<file path="src/rtl/carry_select_adder.sv">
// Registered carry-select adder: ripple block 0, dual-ripple select blocks above.
// Define CARRY_SELECT_ADDER_OVF_EN to add a registered signed-overflow output.
module carry_select_adder #(
    parameter int WIDTH   = 4,
    parameter int BLOCK_W = 2
) (
    input  logic             clk,
    input  logic             rst,
    input  logic [WIDTH-1:0] a,
    input  logic [WIDTH-1:0] b,
    input  logic             cin,
`ifdef CARRY_SELECT_ADDER_OVF_EN
    output logic             ovf,
`endif
    output logic [WIDTH-1:0] sum,
    output logic             cout
);

    localparam int NBLK = (WIDTH + BLOCK_W - 1) / BLOCK_W;

    logic [NBLK:0]    blk_c;
    logic [WIDTH-1:0] s_sel;

    assign blk_c[0] = cin;

    genvar gi, gj;
    generate
        for (gi = 0; gi < NBLK; gi++) begin : g_blk
            localparam int LO = gi * BLOCK_W;
            localparam int BW = (WIDTH - LO < BLOCK_W) ? (WIDTH - LO) : BLOCK_W;

            if (gi == 0) begin : g_rip
                logic [BW:0] c;
                assign c[0] = blk_c[0];
                for (gj = 0; gj < BW; gj++) begin : g_bit
                    assign s_sel[LO+gj] = a[LO+gj] ^ b[LO+gj] ^ c[gj];
                    assign c[gj+1] = (a[LO+gj] & b[LO+gj])
                                   | (c[gj] & (a[LO+gj] ^ b[LO+gj]));
                end
                assign blk_c[gi+1] = c[BW];
            end else begin : g_sel
                logic [BW:0]   c0, c1;
                logic [BW-1:0] s0, s1;
                assign c0[0] = 1'b0;
                assign c1[0] = 1'b1;
                for (gj = 0; gj < BW; gj++) begin : g_bit
                    assign s0[gj] = a[LO+gj] ^ b[LO+gj] ^ c0[gj];
                    assign s1[gj] = a[LO+gj] ^ b[LO+gj] ^ c1[gj];
                    assign c0[gj+1] = (a[LO+gj] & b[LO+gj])
                                    | (c0[gj] & (a[LO+gj] ^ b[LO+gj]));
                    assign c1[gj+1] = (a[LO+gj] & b[LO+gj])
                                    | (c1[gj] & (a[LO+gj] ^ b[LO+gj]));
                end
                // carry from the block below picks the precomputed result
                assign s_sel[LO+:BW] = blk_c[gi] ? s1 : s0;
                assign blk_c[gi+1]   = blk_c[gi] ? c1[BW] : c0[BW];
            end
        end
    endgenerate

    logic [WIDTH-1:0] sum_d, sum_q;
    logic             cout_d, cout_q;

    always_comb begin
        sum_d  = s_sel;
        cout_d = blk_c[NBLK];
    end

    always_ff @(posedge clk) begin
        if (rst) begin
            sum_q  <= '0;
            cout_q <= 1'b0;
        end else begin
            sum_q  <= sum_d;
            cout_q <= cout_d;
        end
    end

    assign sum  = sum_q;
    assign cout = cout_q;

`ifdef CARRY_SELECT_ADDER_OVF_EN
    logic ovf_d, ovf_q;

    // carry into the MSB is recovered as a^b^sum at that bit
    always_comb begin
        ovf_d = a[WIDTH-1] ^ b[WIDTH-1] ^ s_sel[WIDTH-1] ^ blk_c[NBLK];
    end

    always_ff @(posedge clk) begin
        if (rst) ovf_q <= 1'b0;
        else     ovf_q <= ovf_d;
    end

    assign ovf = ovf_q;
`endif

endmodule

</file>
<file path="config.mk">
export PLATFORM = sky130hd
export DESIGN_NAME = carry_select_adder
export DESIGN_NICKNAME = d
export VERILOG_FILES = /design/src/rtl/carry_select_adder.sv
export SDC_FILE = /design/constraint.sdc
export NUM_CORES = 1
export LEC_CHECK = 0
export ABC_AREA = 1
export CAP_MARGIN = 15
export CELL_PAD_IN_SITES_DETAIL_PLACEMENT = 1
export CELL_PAD_IN_SITES_GLOBAL_PLACEMENT = 2
export CORE_MARGIN = 4
export CORE_UTILIZATION = 18
export DETAILED_ROUTE_END_ITERATION = 7
export PLACE_DENSITY = 0.7
export SYNTH_ARGS = -nofsm -noshare
export SYNTH_HDL_FRONTEND = slang
export SYNTH_SLANG_ARGS = --single-unit
</file>
<file path="constraint.sdc">
create_clock -name clk -period 5.6 [get_ports clk]
set_input_delay 1.68 -clock clk [delete_from_list [all_inputs] [get_ports clk]]
set_output_delay 1.68 -clock clk [all_outputs]
set_load 0.03 [all_outputs]
</file>
==> flow_results.org <==
** Critical path
- For the worst setup path, the data required time is 5.78 ns.
- For this run, the slowest stage of the critical path takes 0.45 ns.
- Data arrives at the worst endpoint at 3.60 ns.
- The slowest stage of the critical path is the sky130_fd_sc_hd__clkdlybuf4s50_1 cell.
- Crit path buffers/inverters :: 3
- Worst path most repeated cell :: sky130_fd_sc_hd__fa_1
- Cell family with most CP delay :: adder cells
- Type of destination of the critical path :: flip-flop
- The worst setup path is of the in -> reg kind.
- Max FO, Critical Path :: 4
- CP cell instances :: clkdlybuf4s50_1, inv_1, fa_1, inv_1, fa_1, nand2_1, o21ai_0, fa_1, nor2_1
- The worst setup path is launched from a primary input.

** Clocking
- TritonCTS Sinks :: 5
- Clock tree synthesis selected as its root buffer the cell sky130_fd_sc_hd__clkbuf_4.
- Number of gates resized after CTS :: 0
- Clock slew seen by the registers of the worst setup and hold paths :: 0.04 ns
- The number of clock buffers added by TritonCTS is 3.
- # hold bufs at CTS :: 0
- TritonCTS built the clock tree.
- The clock passes through at most 2 buffers.
- Post-CTS Setup Bufs :: 0
- Depth of the CTS H-tree :: 1

** Detailed routing
- Pre-Repair DR Iteration Count :: 3
- In this run, the number of DRC markers left after iteration 0 of detailed routing was 1.
- The routed layout has 234 vias.
- Using the TritonRoute via totals, the vias-per-cell ratio works out to 3.66.
- Summed over all layers, the routed wires come to 551 um.
- For this run, design rule violations remaining after detail routing come to 0.
- Post-DRT Antenna Nets :: 0
- After detailed routing, the average wire length per cell comes to 8.61 um.

** Logic synthesis
- Post-synth design cell area :: 262 um^2
- A synthesized cell averages 8.72 um^2.
- Total of flip-flops plus latches after synthesis :: 5
- Mapped Nets :: 46
- In the synthesized netlist, the number of instances is 30.
- Post-synthesis sequential area ratio :: 0.383
- The synthesized netlist contains 7 unique library cells.
- Warnings from Yosys :: 0

** GRT
- The total overflow left after global routing is 0.
- The first global-routing pass estimated 917 um of wire.
- Antenna violations before repair :: 0
- Overall routing resource usage :: 0.0677
- Number of global-route vias before repair :: 224
- Maximum number of pins on one net before global-route repair :: 6

** Cells and area
- Antenna diode count :: 0
- Filler instances :: 164
- Number of nets in the final layout :: 66
- Area growth from synthesis to final layout :: 74.6%
- Ratio of cells with drive above 1 in the final layout :: 0.0612

** Placement
- The HPWL after detailed placement is 486 um.
- At the end of routability-driven placement, the weighted congestion stood at 0.672.
- IO Port Bufs :: 15

** Floorplan
- Die Area :: 2130 um^2
- Die outline height :: 46.1 um
- DIE WIDTH :: 46.1 um
- Site row count :: 13
- Core outline area :: 1330 um^2
- For this configuration, the core starts out at a cell density of 0.196.
- Count of boundary I/O pins :: 16

** STA
- The clock period could shrink to 3.43 ns.
- Worst slew margin :: 0.794
- Setup repair after global routing left no endpoint under its margin.
- In the finished design, the share of the clock period the worst path needs comes to 0.612.
- Static timing analysis puts the maximum clock frequency at 292 MHz.
- Slew of the pin with the lowest slew margin :: 0.308 ns
- Setup violations, final :: 0
- Final number of hold-violating endpoints :: 0
- Final Max Slew Viols :: 0
- Fin Setup TNS :: 0 ns

** Job
- Max-cap check violation count :: 0

** Min path
- Hold Crit Start :: rst
- Worst hold path type :: in -> reg
- The worst hold path terminates at cout.
- Cell depth of the worst hold path :: 2

** Outcome
- The run finished with clean final reports.

** Power
- Dividing total power by cell area gives a power density of 255 nW/um^2.
- The worst-case IR drop observed on VDD is 0.0558 mV.
- Total chip power :: 0.117 mW
- Summed over all cells, the static leakage comes to 0.225 nW.
-- through the flow --
| stage | worst slack (ns) | cell area, um^2 | hold WS (ns) | std cells | util |
|---|---|---|---|---|---|
| finish | 2.17 | 457 | 2.08 | 64 | 0.342 |
| global placement | 1.94 | 430 | 2.32 | 60 | 0.323 |
| detailed placement | 1.90 | 430 | 2.32 | 60 | 0.323 |
| CTS | 2.17 | 457 | 2.07 | 64 | 0.342 |
| global route | 2.03 | 457 | 2.09 | 64 | 0.342 |
| floorplan | 2.47 | 262 | 1.75 | 30 | - |
-- synth_stat cells --
master                    instances  area, um^2
sky130_fd_sc_hd__dfxtp_1          5         100
sky130_fd_sc_hd__ha_1             2        25.0
sky130_fd_sc_hd__inv_1           10        37.5
sky130_fd_sc_hd__nand2_1          3        11.3
sky130_fd_sc_hd__fa_1             3        60.1
sky130_fd_sc_hd__nor2_1           6        22.5
sky130_fd_sc_hd__o21ai_0          1        5.00
-- layer usage --
| layer | up-vias | share of wire | GRT usage | routed length [um] |
|---|---|---|---|---|
| li1 | 119 | - | - | - |
| met1 | 99 | 0.32 | 0.0659 | 177 |
| met2 | 12 | 0.52 | 0.0962 | 288 |
| met3 | 4 | 0.13 | 0.0391 | 69 |
| met4 | 0 | 0.029 | 0.0682 | 16 |
| met5 | - | 0 | 0 | 0 |
-- registers in the layout, summed over array words and instances, names as in the netlist --
register and count:
sum 4, cout 1
-- cell type report --
type                            instances  area, um^2  area share
Timing Repair Buffer                   15         150       0.329
Multi-Input combinational cell         15         124       0.271
Sequential cell                         5         100       0.219
Inverter                               10        37.5      0.0822
Clock buffer                            4        26.3      0.0575
Tap cell                               15        18.8      0.0411
-- placed cells by master (no fill, tap or decap) --
master / n
sky130_fd_sc_hd__clkdlybuf4s50_1: 15
sky130_fd_sc_hd__inv_1: 10
sky130_fd_sc_hd__nor2_1: 6
sky130_fd_sc_hd__dfxtp_1: 5
sky130_fd_sc_hd__nand2_1: 3
sky130_fd_sc_hd__fa_1: 3
sky130_fd_sc_hd__clkbuf_4: 3
sky130_fd_sc_hd__ha_1: 2
sky130_fd_sc_hd__o21ai_0: 1
sky130_fd_sc_hd__clkbuf_1: 1
-- worst max path at each step --
stage                     start     end  slack, ns  depth (start not counted)
after global routing       a[0]  sum[3]       2.03                          9
after CTS                  a[0]  sum[3]       2.17                          9
after detailed placement   a[0]  sum[3]       1.90                          9
after floorplan            a[0]  sum[3]       2.47                          8
after global placement     a[0]  sum[3]       1.94                          9
final                      a[0]  sum[3]       2.17                          9
-- report_power, final --
group,leakage (nW),switching [mW],total (mW),internal (mW)
Combinational,0.168,0.0172,0.0342,0.0170
Sequential,0.0417,0.000827,0.0405,0.0397
Clock,0.0150,0.0149,0.0418,0.0269
Total,0.225,0.0328,0.117,0.0837
-- cell families (layout without fill, tap and decap cells) --
family / count (synthesis) / in the layout / share of synthesized area
AO/OA/AOI/OAI: 1 / 1 / 0.0191
AND/OR/NAND/NOR: 9 / 9 / 0.129
flip-flops: 5 / 5 / 0.383
buffers and inverters: 10 / 29 / 0.144
adder cells (fa/ha/maj): 5 / 5 / 0.325
Power figures use the tool's default switching activity.
